File: config.mk
export PLATFORM = sky130hd
export DESIGN_NAME = acs_pmu_flat
export DESIGN_NICKNAME = d
export VERILOG_FILES = /design/src/rtl/acs_pmu_if.sv /design/src/rtl/acs_pmu.sv /design/src/flat_wrapper.sv
export SDC_FILE = /design/constraint.sdc
export NUM_CORES = 1
export LEC_CHECK = 0
export ABC_AREA = 1
export CAP_MARGIN = 20
export CORE_UTILIZATION = 45
export DETAILED_ROUTE_END_ITERATION = 12
export PLACE_DENSITY = 0.75
export SLEW_MARGIN = 20
export SYNTH_ARGS = -nofsm -noshare
export SYNTH_HDL_FRONTEND = slang
export SYNTH_SLANG_ARGS = --single-unit
File: constraint.sdc
create_clock -name i_clk -period 9.95 [get_ports i_clk]
set_input_delay 2.985 -clock i_clk [delete_from_list [all_inputs] [get_ports i_clk]]
set_output_delay 2.985 -clock i_clk [all_outputs]
set_load 0.03 [all_outputs]
File: src/rtl/acs_pmu_if.sv
// Symbol/decision bundle between the branch-metric front end,
// the ACS path-metric unit and the survivor traceback.
interface acs_pmu_if #(
  parameter int PM_W  = 6,
  parameter int CNT_W = 8
);
  logic             i_start;
  logic             i_valid;
  logic [1:0]       i_sym;
  logic             o_valid;
  logic [3:0]       o_dec;
  logic             o_comare_02;
  logic             o_comare_13;
  logic [PM_W-1:0]  o_pm0;
  logic [PM_W-1:0]  o_pm1;
  logic [PM_W-1:0]  o_pm2;
  logic [PM_W-1:0]  o_pm3;
  logic [1:0]       o_best_state;
  logic [CNT_W-1:0] o_sym_cnt;
  logic             o_frame_end;

  modport master (
    output i_start, i_valid, i_sym,
    input  o_valid, o_dec, o_comare_02, o_comare_13,
    input  o_pm0, o_pm1, o_pm2, o_pm3,
    input  o_best_state, o_sym_cnt, o_frame_end
  );

  modport slave (
    input  i_start, i_valid, i_sym,
    output o_valid, o_dec, o_comare_02, o_comare_13,
    output o_pm0, o_pm1, o_pm2, o_pm3,
    output o_best_state, o_sym_cnt, o_frame_end
  );
endinterface

File: src/rtl/acs_pmu.sv
// Add-compare-select / path-metric unit for the 4-state K=3
// rate-1/2 (7,5) hard-decision Viterbi decoder.
module acs_pmu #(
  parameter int PM_W      = 6,
  parameter int INIT_PM   = 16,
  parameter int FRAME_LEN = 64,
  parameter int CNT_W     = 8
) (
  input  logic      i_clk,
  input  logic      i_rst_n,
  acs_pmu_if.slave  bus
);

  localparam logic [PM_W-1:0] INIT_V = PM_W'(INIT_PM);
  localparam logic [PM_W:0]   MAX_V  = {1'b0, {PM_W{1'b1}}};
  localparam logic [CNT_W-1:0] LAST  = CNT_W'(FRAME_LEN - 1);
  localparam logic [3:0][PM_W-1:0] INIT_VEC =
    {INIT_V, INIT_V, INIT_V, {PM_W{1'b0}}};

  logic [3:0][PM_W-1:0] pm_q, pm_d;
  logic [3:0]           dec_q, dec_d;
  logic                 valid_q, valid_d;
  logic                 fend_q, fend_d;
  logic [CNT_W-1:0]     cnt_q, cnt_d;

  logic [3:0][PM_W-1:0] base;
  logic [3:0][PM_W:0]   cand_lo, cand_up, cand, diff;
  logic [3:0][PM_W-1:0] norm;
  logic [3:0]           dec_n;
  logic [PM_W:0]        mn01, mn23, mn;
  logic [CNT_W-1:0]     cnt_base;

  // Hamming distance to the pair emitted leaving state p on input u
  function automatic logic [1:0] bm_f(
    input logic [1:0] sym,
    input logic [1:0] p,
    input logic       u
  );
    logic c0, c1;
    c0 = u ^ p[1] ^ p[0];
    c1 = u ^ p[0];
    return {1'b0, sym[1] ^ c0} + {1'b0, sym[0] ^ c1};
  endfunction

  always_comb begin
    base     = bus.i_start ? INIT_VEC : pm_q;
    cnt_base = bus.i_start ? '0 : cnt_q;
    for (int n = 0; n < 4; n++) begin
      cand_lo[n] = {1'b0, base[{n[0], 1'b0}]}
        + {{(PM_W-1){1'b0}},
           bm_f(bus.i_sym, {n[0], 1'b0}, n[1])};
      cand_up[n] = {1'b0, base[{n[0], 1'b1}]}
        + {{(PM_W-1){1'b0}},
           bm_f(bus.i_sym, {n[0], 1'b1}, n[1])};
      dec_n[n] = cand_up[n] < cand_lo[n];
      cand[n]  = dec_n[n] ? cand_up[n] : cand_lo[n];
    end
    mn01 = (cand[1] < cand[0]) ? cand[1] : cand[0];
    mn23 = (cand[3] < cand[2]) ? cand[3] : cand[2];
    mn   = (mn23 < mn01) ? mn23 : mn01;
    for (int n = 0; n < 4; n++) begin
      diff[n] = cand[n] - mn;
      norm[n] = (diff[n] > MAX_V) ? MAX_V[PM_W-1:0]
                                  : diff[n][PM_W-1:0];
    end

    pm_d    = pm_q;
    dec_d   = dec_q;
    cnt_d   = cnt_q;
    valid_d = 1'b0;
    fend_d  = 1'b0;
    if (bus.i_start) begin
      pm_d  = INIT_VEC;
      cnt_d = '0;
    end
    if (bus.i_valid) begin
      pm_d    = norm;
      dec_d   = dec_n;
      valid_d = 1'b1;
      if (cnt_base == LAST) begin
        cnt_d  = '0;
        fend_d = 1'b1;
      end else begin
        cnt_d = cnt_base + 1'b1;
      end
    end
  end

  always_ff @(posedge i_clk) begin
    if (!i_rst_n) begin
      pm_q    <= INIT_VEC;
      dec_q   <= '0;
      cnt_q   <= '0;
      valid_q <= 1'b0;
      fend_q  <= 1'b0;
    end else begin
      pm_q    <= pm_d;
      dec_q   <= dec_d;
      cnt_q   <= cnt_d;
      valid_q <= valid_d;
      fend_q  <= fend_d;
    end
  end

  logic [1:0] b01, b23;

  // Ties resolve toward the lower state index
  always_comb begin
    b01 = (pm_q[1] < pm_q[0]) ? 2'd1 : 2'd0;
    b23 = (pm_q[3] < pm_q[2]) ? 2'd3 : 2'd2;
    bus.o_best_state = (pm_q[b23] < pm_q[b01]) ? b23 : b01;
  end

  assign bus.o_valid     = valid_q;
  assign bus.o_dec       = dec_q;
  assign bus.o_pm0       = pm_q[0];
  assign bus.o_pm1       = pm_q[1];
  assign bus.o_pm2       = pm_q[2];
  assign bus.o_pm3       = pm_q[3];
  assign bus.o_comare_02 = pm_q[0] <= pm_q[2];
  assign bus.o_comare_13 = pm_q[1] <= pm_q[3];
  assign bus.o_sym_cnt   = cnt_q;
  assign bus.o_frame_end = fend_q;

endmodule
File: src/flat_wrapper.sv
// flat-port wrapper written by rule: the top's interface ports become plain ports
module acs_pmu_flat 
#(
  parameter int PM_W      = 6,
  parameter int INIT_PM   = 16,
  parameter int FRAME_LEN = 64,
  parameter int CNT_W     = 8
)
  (i_clk, i_rst_n, bus_i_start, bus_i_valid, bus_i_sym, bus_o_valid, bus_o_dec, bus_o_comare_02, bus_o_comare_13, bus_o_pm0, bus_o_pm1, bus_o_pm2, bus_o_pm3, bus_o_best_state, bus_o_sym_cnt, bus_o_frame_end);
  acs_pmu_if #(.PM_W(PM_W), .CNT_W(CNT_W)) bus_i ();
  input  logic i_clk;
  input  logic i_rst_n;
  input wire logic [$bits(bus_i.i_start)-1:0] bus_i_start;
  input wire logic [$bits(bus_i.i_valid)-1:0] bus_i_valid;
  input wire logic [$bits(bus_i.i_sym)-1:0] bus_i_sym;
  output wire logic [$bits(bus_i.o_valid)-1:0] bus_o_valid;
  output wire logic [$bits(bus_i.o_dec)-1:0] bus_o_dec;
  output wire logic [$bits(bus_i.o_comare_02)-1:0] bus_o_comare_02;
  output wire logic [$bits(bus_i.o_comare_13)-1:0] bus_o_comare_13;
  output wire logic [$bits(bus_i.o_pm0)-1:0] bus_o_pm0;
  output wire logic [$bits(bus_i.o_pm1)-1:0] bus_o_pm1;
  output wire logic [$bits(bus_i.o_pm2)-1:0] bus_o_pm2;
  output wire logic [$bits(bus_i.o_pm3)-1:0] bus_o_pm3;
  output wire logic [$bits(bus_i.o_best_state)-1:0] bus_o_best_state;
  output wire logic [$bits(bus_i.o_sym_cnt)-1:0] bus_o_sym_cnt;
  output wire logic [$bits(bus_i.o_frame_end)-1:0] bus_o_frame_end;
  assign bus_i.i_start = bus_i_start;
  assign bus_i.i_valid = bus_i_valid;
  assign bus_i.i_sym = bus_i_sym;
  assign bus_o_valid = bus_i.o_valid;
  assign bus_o_dec = bus_i.o_dec;
  assign bus_o_comare_02 = bus_i.o_comare_02;
  assign bus_o_comare_13 = bus_i.o_comare_13;
  assign bus_o_pm0 = bus_i.o_pm0;
  assign bus_o_pm1 = bus_i.o_pm1;
  assign bus_o_pm2 = bus_i.o_pm2;
  assign bus_o_pm3 = bus_i.o_pm3;
  assign bus_o_best_state = bus_i.o_best_state;
  assign bus_o_sym_cnt = bus_i.o_sym_cnt;
  assign bus_o_frame_end = bus_i.o_frame_end;
  acs_pmu #(.PM_W(PM_W), .INIT_PM(INIT_PM), .FRAME_LEN(FRAME_LEN), .CNT_W(CNT_W)) u_core (.i_clk(i_clk), .i_rst_n(i_rst_n), .bus(bus_i));
endmodule
Word level (Yosys, flattened, before mapping)
Index checks and enable logic that the tools add are counted.
{ "classes": {"add_sub_neg": 17, "n_lt_le_gt_ge": 18, "eq_ne": 1, "mux": 25, "n_bitwise": 2, "n_reduce_logical": 1} }
{ "op_table": {"columns": ["cell", "count"], "rows": [
  ["6-bit by 2-bit adder with 7-bit output", 8],
  ["7-bit less-than comparator", 7],
  ["7-bit 2-to-1 mux", 7],
  ["24-bit 2-to-1 mux", 2],
  ["6-bit 2-to-1 mux", 6],
  ["7-bit by 6-bit greater-than comparator with 1-bit output, second input constant", 4],
  ["7-bit subtractor", 4],
  ["6-bit binary-select mux with 2-bit select", 2],
  ["8-bit 2-to-1 mux", 3],
  ["6-bit less-than comparator", 3],
  ["6-bit less-or-equal comparator", 2],
  ["1-bit by 1-bit adder with 2-bit output", 4],
  ["8-bit by 1-bit adder with 8-bit output, second input constant", 1],
  ["8-bit by 6-bit equality test with 1-bit output, second input constant", 1],
  ["2-bit by 3-bit less-than comparator with 1-bit output, second input constant", 2],
  ["1-bit 2-to-1 mux", 4],
  ["2-bit 2-to-1 mux", 1],
  ["1-bit inverter", 2],
  ["2-bit AND reduction", 1]
]} }
{ "totals": {"reg_bits": 38, "in_bits": 6, "output_inout_bits": 42, "wordCells": 72} }

Longest topological paths before layout
Gate-level depths: netlist of the first run.
{ "depth": {"ltp_word": 13, "depth_mapped": 61, "depth_no_buf": 57} }

Worst setup path before layout of the first run
Ideal clock, no wire load.
{ "synth_timing": {"path_type": "input-to-reg", "start": "in bus_i_start", "end": "reg u_core.pm_q (netlist bit u_core.bus.o_pm2[5])", "setup_time_ns": 0.117, "arrival_ns": 9.023, "required_ns": 9.833, "path_slack_ns": 0.810, "path_stages": 53, "n_path_buf": 5, "cell_sequence": "buf_6 > clkbuf_1 > nor2_1 > ha_1 > ha_1 > inv_1 > nand2_1 > xor2_1 > inv_1 > ha_1 > a21oi_1 > nand2_1 > a21o_1 > nand2_1 > nand3_1 > nand2_2 > nand2_2 > buf_6 > (+17 left out) > nand2_4 > buf_8 > inv_4 > nor2_1 > a31oi_1 > ha_1 > inv_1 > ha_1 > inv_1 > nand2_1 > nand3_1 > nand2_1 > nand2_1 > nand2_1 > nand2_2 > nand2_1 > nor2_1 > nor2_1"} }
{ "synth_between": {"elab_chain_len": 12, "elab_cells_between_ends": 27, "classes_between": "9 x add/sub; 8 x order compare; 10 x mux"} }
{ "synth_lines": {"columns": ["item", "line_no", "source"], "rows": [
  ["start, declared", "flat_wrapper.sv:13", "input wire logic [$bits(bus_i.i_start)-1:0] bus_i_start;"],
  ["24-bit 2-to-1 mux (*)", null, null],
  ["6-bit by 2-bit adder with 7-bit output (on tied branches)", "acs_pmu.sv:53, acs_pmu.sv:50", null],
  ["7-bit less-than comparator", "acs_pmu.sv:55", "dec_n[n] = cand_up[n] < cand_lo[n];"],
  ["7-bit 2-to-1 mux", "acs_pmu.sv:56", "cand[n] = dec_n[n] ? cand_up[n] : cand_lo[n];"],
  ["7-bit less-than comparator (on tied branches)", "acs_pmu.sv:59, acs_pmu.sv:58", null],
  ["7-bit 2-to-1 mux (on tied branches)", "acs_pmu.sv:59, acs_pmu.sv:58", null],
  ["7-bit less-than comparator", "acs_pmu.sv:60", "mn = (mn23 < mn01) ? mn23 : mn01;"],
  ["7-bit 2-to-1 mux", "acs_pmu.sv:60", null],
  ["7-bit subtractor", "acs_pmu.sv:62", "diff[n] = cand[n] - mn;"],
  ["7-bit by 6-bit greater-than comparator with 1-bit output", "acs_pmu.sv:63", "norm[n] = (diff[n] > MAX_V) ? MAX_V[PM_W-1:0]"],
  ["6-bit 2-to-1 mux", "acs_pmu.sv:63", null],
  ["24-bit 2-to-1 mux (*)", "acs_pmu.sv:76", "if (bus.i_valid) begin"],
  ["end signal, assigned", "acs_pmu.sv:97", "pm_q <= pm_d;"],
  ["end, declared", "acs_pmu.sv:20", "logic [3:0][PM_W-1:0] pm_q, pm_d;"]
]} }
Every way passes the cells marked *; elsewhere a longest branch is shown, timed or not.
A chain may end at the register's enable or synchronous reset.

Worst setup path in the final report of the first run
{ "layout_timing": {"start": "in bus_i_sym[1]", "end": "reg u_core.pm_q (netlist bit u_core.bus.o_pm2[5])"} }
{ "layout_between": {"elab_chain_len": 13, "elab_cells_between_ends": 31, "classes_between": "13 x add/sub; 8 x order compare; 9 x mux; 1 x bitwise"} }
{ "layout_lines": {"columns": ["item", "line_no", "source"], "rows": [
  ["start, declared", "flat_wrapper.sv:15", "input wire logic [$bits(bus_i.i_sym)-1:0] bus_i_sym;"],
  ["1-bit inverter (no line)", null, null],
  ["1-bit by 1-bit adder with 2-bit output", "acs_pmu.sv:42", "return {1'b0, sym[1] ^ c0} + {1'b0, sym[0] ^ c1};"],
  ["6-bit by 2-bit adder with 7-bit output (on tied branches)", "acs_pmu.sv:53, acs_pmu.sv:50", null],
  ["7-bit less-than comparator", "acs_pmu.sv:55", null],
  ["7-bit 2-to-1 mux", "acs_pmu.sv:56", null],
  ["7-bit less-than comparator (on tied branches)", "acs_pmu.sv:59, acs_pmu.sv:58", null],
  ["7-bit 2-to-1 mux (on tied branches)", "acs_pmu.sv:59, acs_pmu.sv:58", null],
  ["7-bit less-than comparator", "acs_pmu.sv:60", null],
  ["7-bit 2-to-1 mux", "acs_pmu.sv:60", null],
  ["7-bit subtractor (*)", "acs_pmu.sv:62", null],
  ["7-bit by 6-bit greater-than comparator with 1-bit output", "acs_pmu.sv:63", null],
  ["6-bit 2-to-1 mux (*)", "acs_pmu.sv:63", null],
  ["24-bit 2-to-1 mux (*)", "acs_pmu.sv:76", null]
]} }
Marked as above.

==> flow_summary.json, run 1 <==
{
  "slowest_delay_ns": 0.52,
  "syn_to_final_growth_pct": 16.7,
  "status": "completed",
  "core_mm2": 0.0148,
  "hold_path_end": "u_core.bus.o_dec[3]$_SDFFE_PN0P_",
  "hold_buffers": 0,
  "overflow": 0,
  "critical_path_class": "in -> reg",
  "setup_tns_ns": 0,
  "start_util_pct": 46.7,
  "htree_num_levels": 2,
  "yosysWarnings": 0,
  "fillers": 1519,
  "slew_violations": 0,
  "first_pass_iters": 5,
  "clockBufferDepth": 2,
  "cp_num_buf_inv": 12,
  "synth_cells": 1186,
  "whs_path_depth": 2,
  "final_layout_size_suffix_gt1_share_pct": 11.3,
  "hold_start": "u_core.bus.o_dec[3]$_SDFFE_PN0P_",
  "routed_wl_mm": 24.0,
  "n_antenna_cell": 0,
  "clk_pin_slew_ns": 0.07,
  "synth-seq-cells": 38,
  "synth_nets": 1273,
  "worstRegToRegCells": 47,
  "synthArstFlopShare_pct": 0,
  "place_congestion": 1.03,
  "seq_area_frac_synth_pct": 11.0,
  "grt_max_degree": 37,
  "routedWlPerCell_um": 16.6,
  "slowest_stage": "clkdlybuf4s50_1",
  "fin_nets": 1346,
  "dp_slack_ns": -0.152,
  "required_ns": 10.13,
  "yosys.area.top_type": "nand2_1",
  "route.detailed.drc": 0,
  "max_freq_mhz": 105,
  "hpwlAfterDp_mm": 19.5,
  "clock_sink_count": 38,
  "r2r-start": "u_core.bus.o_pm0[0]$_SDFF_PN0_",
  "hold_viol": 0,
  "timing.final.crit_period_ns": 9.56,
  "dpl-instance-area_mm2": 0.00769,
  "r2r_end": "u_core.bus.o_pm2[5]$_SDFF_PN0_",
  "num_rows": 44,
  "fin_skew_ns": 0.00787,
  "grt_pass1_vias": 7263,
  "clkLatencyLatePin_ns": 0.29,
  "avgSynthCellArea_um2": 5.81,
  "worst_pin_slew_ns": 0.848,
  "cts_root_buffer": "clkbuf_16",
  "synth-edff-count": 0,
  "setup_viol": 0,
  "cts_buffers": 5,
  "ios": 48,
  "dieArea_mm2": 0.0158,
  "worstPathArrival_ns": 9.73,
  "tritoncts": "built",
  "portBuffers": 47,
  "end_kind": "flop",
  "grt_pass1_wl_mm": 37.7,
  "die_w_um": 126,
  "hold_path_class": "reg -> reg",
  "cp-start-kind": "input port",
  "drt_iter0_drc": 697,
  "die_y_um": 126,
  "cap_violations": 0,
  "viasPerCell": 5.59,
  "relSlewSlack_pct": 43.2,
  "cp_max_fo": 13,
  "fin_area_mm2": 0.00804,
  "drtAntennaViolNets": 0,
  "yosysUniqueCellTypes": 53,
  "ys.flop_type": "dfxtp_1",
  "fin_ws_ns": 0.393,
  "netlist_area_mm2": 0.00689,
  "reg2reg_slack_ns": 3.34,
  "critPathTopFamily": "simple AND/OR/NAND/NOR gates",
  "vias": 8065,
  "yosys.area.top_type_share_pct": 18.9,
  "grt_usage_pct": 30.3,
  "finalCritPeriodShare_pct": 96.1,
  "synthTopCellsByArea": "nand2_1 (19%), ha_1 (15%), nand3_1 (12%)",
  "antenna_found_initial": 0
}
[final cells by class]
class | instances | area (um2) | area share (%)
sequential | 38 | 761 | 9.46
inverter | 192 | 732 | 9.11
multi-input combinational | 936 | 5340 | 66.5
tap | 184 | 230 | 2.86
clock inverter | 3 | 68.8 | 0.856
timing repair buffer | 86 | 778 | 9.68
clock buffer | 5 | 125 | 1.56
[repair_timing]
| item | CTS | global route |
|---|---|---|
| gates resized for setup | 0 | 28 |
| endpoints found under the setup margin | 0 | 24 |
| buffers inserted | 0 | 7 |
[logic make-up (layout without fill, tap and decap cells)]
| kind of cell | after synthesis | count (layout) | share of synthesized area, % |
|---|---|---|---|
| simple gates | 683 | 684 | 45.3 |
| compound gates | 137 | 137 | 11.7 |
| buf+inv | 213 | 286 | 12.8 |
| mux | 1 | 1 | 0.145 |
| xor+xnor | 32 | 32 | 4.18 |
| flops | 38 | 38 | 11.0 |
| fa+ha+maj | 82 | 82 | 14.9 |
[flip-flops by register name, indices dropped and copies added, names as in the netlist]
name                    count
u_core.bus.o_dec            4
u_core.bus.o_frame_end      1
u_core.bus.o_pm0            6
u_core.bus.o_pm1            6
u_core.bus.o_pm2            6
u_core.bus.o_pm3            6
u_core.bus.o_sym_cnt        8
u_core.bus.o_valid          1
[how the worst max path moves through the flow]
stage,startpoint,end,slack [ns],cells after the start
floorplan,bus_i_start,u_core.bus.o_pm2[5]$_SDFF_PN0_,0.81,53
global placement,bus_i_sym[0],u_core.bus.o_pm2[5]$_SDFF_PN0_,-0.07,46
detailed placement,bus_i_sym[0],u_core.bus.o_pm2[5]$_SDFF_PN0_,-0.15,49
CTS,bus_i_sym[0],u_core.bus.o_pm2[5]$_SDFF_PN0_,0.13,49
global route,bus_i_sym[1],u_core.bus.o_pm2[5]$_SDFF_PN0_,-0.06,52
finish,bus_i_sym[1],u_core.bus.o_pm2[5]$_SDFF_PN0_,0.39,49
[worst reg2reg max path, delay by kind of cell (launching register included)]
kind            cells  cell delay (ns)
compound gates      5             0.79
xor+xnor            1             0.23
fa+ha+maj           7             1.69
buf+inv             8             0.73
flops               1             0.43
simple gates       26             2.61
[Yosys cell counts, types with 2 or more instances]
cell type / instances
nand2_1: 347
inv_1: 180
nand3_1: 160
nor2_1: 84
ha_1: 81
a21oi_1: 52
o21ai_0: 40
dfxtp_1: 38
nand2_2: 27
xor2_1: 25
nand4_1: 12
clkbuf_1: 11
nand3_2: 10
nand3b_1: 10
nand2_4: 8
inv_2: 7
o21bai_1: 7
nor2_2: 6
o21a_1: 6
o21ai_1: 6
xnor2_1: 6
buf_6: 5
a21oi_2: 4
and2_1: 4
nor2_4: 4
a21boi_0: 3
a31oi_1: 3
clkinv_1: 3
nor3_1: 3
nor4_1: 3
o211ai_1: 3
o21ai_2: 3
a211oi_1: 2
a21boi_1: 2
buf_4: 2
o22ai_1: 2
[cell usage in the layout (no fill, tap or decap), types with 10 or more instances in the layout]
cell type	count
nor2_1	82
buf_4	38
nand3_1	159
nand3_2	10
nand3b_1	10
o21ai_0	33
o21ai_1	10
xor2_1	21
nand4_1	12
nand2_1	347
dfxtp_1	38
nand2_2	27
clkdlybuf4s50_1	46
a21oi_1	50
inv_1	177
ha_1	80
[metal layers]
metal  global-route usage [%]  share of wire [%]  routed length (um)
met1                     40.7                 43               10400
met2                     48.7                 44               10600
met3                     4.55                8.6                2070
met4                     12.1                3.7                 892
met5                        0                  0                   0
[metrics by stage]
stage          utilization, %  hold slack, ns  cells
3_3_place_gp             52.1           0.514   1428
4_1_cts                  53.4           0.538   1436
5_1_grt                  54.5           0.557   1444
3_5_place_dp             52.1           0.519   1428
6_report                 54.5           0.533   1444
2_1_floorplan               -           0.626   1186
Power of run 1 is left out: the tool's default activity adds up to more than one toggle a clock period on the data nets, which glitch-free logic cannot reach.
==> run 2: changes to the inputs <==
--- a/config.mk
+++ b/config.mk
@@ -5,11 +5,10 @@
 export SDC_FILE = /design/constraint.sdc
 export NUM_CORES = 1
 export LEC_CHECK = 0
-export ABC_AREA = 1
 export CAP_MARGIN = 20
-export CORE_UTILIZATION = 45
+export CORE_UTILIZATION = 30
 export DETAILED_ROUTE_END_ITERATION = 12
-export PLACE_DENSITY = 0.75
+export PLACE_DENSITY = 0.57
 export SLEW_MARGIN = 20
 export SYNTH_ARGS = -nofsm -noshare
 export SYNTH_HDL_FRONTEND = slang
==> run 2 against run 1 <==
- the flow now finishes with violations (negative setup slack)
- sequential share of layout area fell by 2.7 points
- global-route usage fell by 5.3 points
- area after synthesis rose by 1.3%
- final cell count rose by 9.3%
- synthesized cell count fell by 21%
- cell area rose by 40%
- hold slack got worse by 0.036 ns
- core utilization fell by 4.8 points
- flip-flop and latch count did not move
- worst setup slack got worse by 0.68 ns
- critical endpoint is now u_core.bus.o_pm0[3]$_SDFF_PN0_
- highest routed layer unchanged
==> flow_summary.json, run 2 <==
{
  "cp-start-kind": "input port",
  "core_mm2": 0.0227,
  "grt_usage_pct": 25.1,
  "seq_area_frac_synth_pct": 10.9,
  "overflow": 0,
  "yosysMostFrequentCell": "ha_1",
  "mostFrequentLayoutCells": "buf_4 (321), nor2_1 (73), nand2_1 (69)",
  "first_pass_iters": 5,
  "fin_skew_ns": 0.00518,
  "final_common_cell": "buf_4",
  "slowest_stage": "or4_1",
  "cts_root_buffer": "clkbuf_16",
  "place_inst": 1530,
  "netlist_area_mm2": 0.00698,
  "grt_pass1_vias": 8380,
  "hold-worst-slack_ns": 0.497,
  "synth_cells": 941,
  "clock_sink_count": 38,
  "slowest_delay_ns": 0.46,
  "synth_nets": 1028,
  "synth-seq-cells": 38,
  "portBuffers": 47,
  "vias": 8788,
  "end_kind": "flop",
  "finalCritPeriodShare_pct": 103,
  "start_util_pct": 30.7,
  "clk_pin_slew_ns": 0.06,
  "viasPerCell": 5.57,
  "yosys.area.top_type": "ha_1",
  "fin_ws_ns": -0.290,
  "drtAntennaViolNets": 0,
  "worst_pin_slew_ns": 0.876,
  "critical_path_class": "in -> reg",
  "clkLatencyLatePin_ns": 0.28,
  "fillers": 2183,
  "slew_violations": 0,
  "timing.final.crit_period_ns": 10.24,
  "dpl-instance-area_mm2": 0.0101,
  "num_rows": 55,
  "syn_to_final_growth_pct": 61.7,
  "synthTopCellsByArea": "ha_1 (15%), dfxtp_1 (11%), a21oi_1 (5.2%)",
  "yosysWarnings": 0,
  "worstPathArrival_ns": 10.43,
  "tritoncts": "built",
  "routed_wl_mm": 30.6,
  "synth-edff-count": 0,
  "cap_violations": 0,
  "htree_num_levels": 2,
  "antenna_found_initial": 0,
  "die_y_um": 154,
  "ys.flop_type": "dfxtp_1",
  "setup_viol": 24,
  "final_layout_size_suffix_gt1_share_pct": 40.0,
  "n_antenna_cell": 0,
  "yosysUniqueCellTypes": 96,
  "grt_pass1_wl_mm": 46.7,
  "drt_iter0_drc": 695,
  "required_ns": 10.14,
  "netlist_top_cells_count": "ha_1 (81), nor2_1 (78), nand2_1 (74), a21oi_1 (73), inv_1 (65)",
  "route.detailed.drc": 0,
  "yosys.area.top_type_share_pct": 14.5,
  "clockBufferDepth": 2,
  "hold_viol": 0,
  "max_freq_mhz": 97.7,
  "grt_setup_unrepaired": "true",
  "fin_area_mm2": 0.0113,
  "grt_max_degree": 50,
  "hold_path_class": "reg -> reg",
  "avgSynthCellArea_um2": 7.41,
  "hold_buffers": 0,
  "dieArea_mm2": 0.0239,
  "relSlewSlack_pct": 41.3,
  "routedWlPerCell_um": 19.4,
  "fin_nets": 1380,
  "largest_reg_flops": 8,
  "status": "finished, violations left",
  "hpwlAfterDp_mm": 24.4,
  "ios": 48,
  "synthArstFlopShare_pct": 0,
  "cts_buffers": 5,
  "die_w_um": 154,
  "fin_cells": 1579,
  "cp_max_fo": 6,
  "cp_common_cell": "ha_4",
  "violations": "negative setup slack",
  "place_congestion": 0.973,
  "reg2reg_slack_ns": 1.88
}
==> run 2: changes by cell type after synthesis, sizes merged, moves of 17 or more <==
cell / change
a21oi: +17
mux2i: +21
a21o: +21
a31oi: +19
nand2: -308
nand3: -148
nor3: +27
inv: -124
xnor2: +35
==> run 2: stage by stage <==
step           TNS (ns)  worst slack (ns)  utilization (%)
2_1_floorplan    -11.98            -0.599                -
3_3_place_gp     -34.92             -1.60             44.6
3_5_place_dp     -35.70             -1.62             44.6
4_1_cts           -2.49            -0.173             48.1
5_1_grt          -11.86            -0.578             49.7
6_report          -4.97            -0.290             49.7
==> run 2: cell type report <==
| cell class | instances | area [um2] | share of cell area [%] |
|---|---|---|---|
| Clock inverter | 2 | 12.5 | 0.111 |
| Tap cell | 285 | 357 | 3.16 |
| Sequential cell | 38 | 761 | 6.74 |
| Inverter | 67 | 269 | 2.38 |
| Timing Repair Buffer | 378 | 3030 | 26.9 |
| Clock buffer | 6 | 139 | 1.23 |
| Multi-Input combinational cell | 803 | 6710 | 59.5 |
==> run 2: timing repair <==
item / in CTS / in global routing
resized for setup: 96 / 43
setup endpoints to repair: 24 / 24
setup buffers: 24 / 19
pin swaps: 57 / 58
==> run 2: kinds of logic (layout without fill, tap and decap cells) <==
logic type / count (synthesis) / in the layout / share of synthesized area, %
AOI/OAI and AO/OA: 312 / 312 / 32.3
and+or+nand+nor: 309 / 309 / 22.6
buffers and inverters: 100 / 453 / 5.92
adders and majority gates: 91 / 91 / 16.0
xor gates and xnor gates: 59 / 59 / 7.41
DFF: 38 / 38 / 10.9
muxes: 32 / 32 / 4.88
==> run 2: path summary, 6_finish.rpt <==
check,from,to,cells past startpoint
max,bus_i_sym[0],u_core.bus.o_pm0[3]$_SDFF_PN0_,42
min,u_core.bus.o_dec[3]$_SDFFE_PN0P_,u_core.bus.o_dec[3]$_SDFFE_PN0P_,2
min reg2reg,u_core.bus.o_dec[3]$_SDFFE_PN0P_,u_core.bus.o_dec[3]$_SDFFE_PN0P_,2
max reg2reg,u_core.bus.o_pm3[1]$_SDFF_PN0_,u_core.bus.o_pm0[3]$_SDFF_PN0_,37
==> run 2: worst max-delay path: cells and delay by family <==
family          cells  cell delay [ns]
buf+inv             9             0.83
fa+ha+maj           8             1.95
mux                 1             0.17
xor+xnor            2             0.22
simple gates       11             2.17
compound gates     11             2.06
==> run 2: metal layers <==
| layer | vias up | part of all wire [%] | GRT usage [%] |
|---|---|---|---|
| li1 | 4226 | - | - |
| met1 | 4146 | 44 | 33.2 |
| met2 | 344 | 46 | 42.1 |
| met3 | 72 | 5.4 | 2.07 |
| met4 | 0 | 4.5 | 9.95 |
| met5 | - | 0 | 0 |
Power of run 2 is left out for the same reason.
==> run 3: changes to the inputs <==
--- a/config.mk
+++ b/config.mk
@@ -7,7 +7,9 @@
 export LEC_CHECK = 0
 export CAP_MARGIN = 20
 export CORE_UTILIZATION = 30
+export CTS_CLUSTER_DIAMETER = 60
 export DETAILED_ROUTE_END_ITERATION = 12
+export GPL_ROUTABILITY_DRIVEN = 0
 export PLACE_DENSITY = 0.57
 export SLEW_MARGIN = 20
 export SYNTH_ARGS = -nofsm -noshare
==> constraint.sdc (replaced) <==
create_clock -name i_clk -period 9.95 [get_ports i_clk]
set_input_delay 2.985 -clock i_clk [delete_from_list [all_inputs] [get_ports i_clk]]
set_output_delay 2.985 -clock i_clk [all_outputs]
set_load 0.01 [all_outputs]
==> run 3 against run 2 <==
- the flow still finishes with violations (negative setup slack)
- maximum frequency grew 0.18%
- flip-flop and latch count is the same
- largest cell class unchanged
- worst setup slack gained 0.018 ns
- final cell count shrank 0.32%
- critical endpoint is now u_core.bus.o_pm2[5]$_SDFF_PN0_
- non-clock buffer count shrank 5
- global-route usage shrank 0.65 points
- wire length shrank 3.1%
==> flow_summary.json, run 3 (same netlist as run 2, synthesis figures left out) <==
{
  "status": "finished, violations left",
  "violations": "negative setup slack",
  "mostFrequentLayoutCells": "buf_4 (317), nor2_1 (71), nand2_1 (67)",
  "required_ns": 10.08,
  "grt_pass1_wl_mm": 45.6,
  "clkLatencyLatePin_ns": 0.28,
  "n_antenna_cell": 0,
  "syn_to_final_growth_pct": 60.0,
  "drt_iter0_drc": 681,
  "cp_max_fo": 6,
  "r2r-start": "u_core.bus.o_pm2[1]$_SDFF_PN0_",
  "drtAntennaViolNets": 0,
  "cts_buffers": 5,
  "ios": 48,
  "core_mm2": 0.0227,
  "finalCritPeriodShare_pct": 103,
  "hold_start": "u_core.bus.o_dec[3]$_SDFFE_PN0P_",
  "final_common_cell": "buf_4",
  "fin_nets": 1375,
  "r2r_end": "u_core.bus.o_pm2[5]$_SDFF_PN0_",
  "clockBufferDepth": 2,
  "max_freq_mhz": 97.8,
  "whs_path_depth": 2,
  "tritoncts": "built",
  "slew_violations": 0,
  "grt_setup_unrepaired": "true",
  "reg2reg_slack_ns": 1.90,
  "hold_viol": 0,
  "fin_cells": 1574,
  "setup_tns_ns": -4.77,
  "vias": 8741,
  "timing.final.crit_period_ns": 10.22,
  "routedWlPerCell_um": 18.8,
  "worstRegToRegCells": 39,
  "clock_sink_count": 38,
  "end_kind": "flop",
  "cp-start-kind": "input port",
  "grt_pass1_vias": 8402,
  "fin_skew_ns": 0.00539,
  "portBuffers": 47,
  "relSlewSlack_pct": 45.4,
  "final_layout_size_suffix_gt1_share_pct": 39.1,
  "cts_root_buffer": "clkbuf_16",
  "worstPathArrival_ns": 10.35,
  "num_rows": 55,
  "grt_max_degree": 50,
  "start_util_pct": 30.7,
  "routed_wl_mm": 29.7,
  "first_pass_iters": 5,
  "critical_path_class": "in -> reg",
  "slowest_delay_ns": 0.35,
  "hold_path_class": "reg -> reg",
  "die_y_um": 154,
  "clk_pin_slew_ns": 0.06,
  "route.detailed.drc": 0,
  "worst_pin_slew_ns": 0.820,
  "slowest_stage": "o31a_1",
  "grt_usage_pct": 24.4,
  "viasPerCell": 5.55,
  "setup_viol": 24,
  "htree_num_levels": 2,
  "largest_reg_flops": 8,
  "fin_ws_ns": -0.272,
  "cp_common_cell": "ha_4",
  "dieArea_mm2": 0.0239,
  "antenna_found_initial": 0,
  "cap_violations": 0,
  "overflow": 0,
  "hpwlAfterDp_mm": 23.9,
  "die_w_um": 154,
  "place_inst": 1529,
  "hold_path_end": "u_core.bus.o_dec[3]$_SDFFE_PN0P_"
}
==> run 3: cell count changes in the layout (fill, tap and decap cells not counted), moves of 3 or more <==
cell,previous run,this run
nor2_2,3,6
a311oi_1,1,5
xnor2_2,7,4
xnor2_1,33,36
a311oi_2,8,4
buf_4,321,317
==> run 3: timing repair <==
item | in CTS | in global routing
hold buffers | 0 | 0
setup endpoints to repair | 24 | 24
buffers inserted | 25 | 12
gates resized for setup | 70 | 47
pin swaps | 58 | 25
==> run 3: area by class of cell <==
type	instances	area, um2
Timing Repair Buffer	373	2980
Multi-Input combinational cell	803	6600
Fill cell	2186	11500
Tap cell	285	357
Sequential cell	38	761
Inverter	67	269
Clock inverter	2	60.1
Clock buffer	6	139
==> run 3: worst max-delay path by stage <==
| stage | from | end | slack (ns) | cells after the start |
|---|---|---|---|---|
| finish | bus_i_sym[1] | u_core.bus.o_pm2[5]$_SDFF_PN0_ | -0.27 | 44 |
| global route | bus_i_sym[1] | u_core.bus.o_pm2[5]$_SDFF_PN0_ | -0.72 | 44 |
| CTS | bus_i_sym[1] | u_core.bus.o_pm0[3]$_SDFF_PN0_ | -0.18 | 41 |
| detailed placement | bus_i_sym[0] | u_core.bus.o_pm0[3]$_SDFF_PN0_ | -1.41 | 39 |
| global placement | bus_i_sym[0] | u_core.bus.o_pm0[3]$_SDFF_PN0_ | -1.26 | 39 |
| floorplan | bus_i_start | u_core.bus.o_pm0[3]$_SDFF_PN0_ | -0.59 | 46 |
==> run 3: worst max-delay path, delay by kind of cell <==
family / cells / cell delay (ns)
muxes: 2 / 0.36
xor gates and xnor gates: 1 / 0.07
and+or+nand+nor: 10 / 1.44
AOI/OAI and AO/OA: 13 / 2.58
adders and majority gates: 9 / 2.14
buffers and inverters: 9 / 0.77
==> run 3: metrics by stage <==
stage | hold WS, ns | setup WS, ns | utilization [%] | instance area (um2)
after detailed placement | 0.493 | -1.41 | 44.5 | 10100
after global placement | 0.481 | -1.26 | 44.5 | 10100
after CTS | 0.501 | -0.179 | 47.6 | 10800
after floorplan | 0.505 | -0.592 | - | 7310
after global routing | 0.545 | -0.717 | 49.2 | 11200
final | 0.494 | -0.272 | 49.2 | 11200
==> run 3: layer usage <==
metal  vias to the layer above  part of all wire [%]  track usage, %
met5                         -                     0               0
met4                         0                   4.7            10.7
met3                        69                   5.3            1.46
met2                       346                    45            40.2
met1                      4114                    45            32.8
li1                       4212                     -               -
Power of run 3 is left out for the same reason.
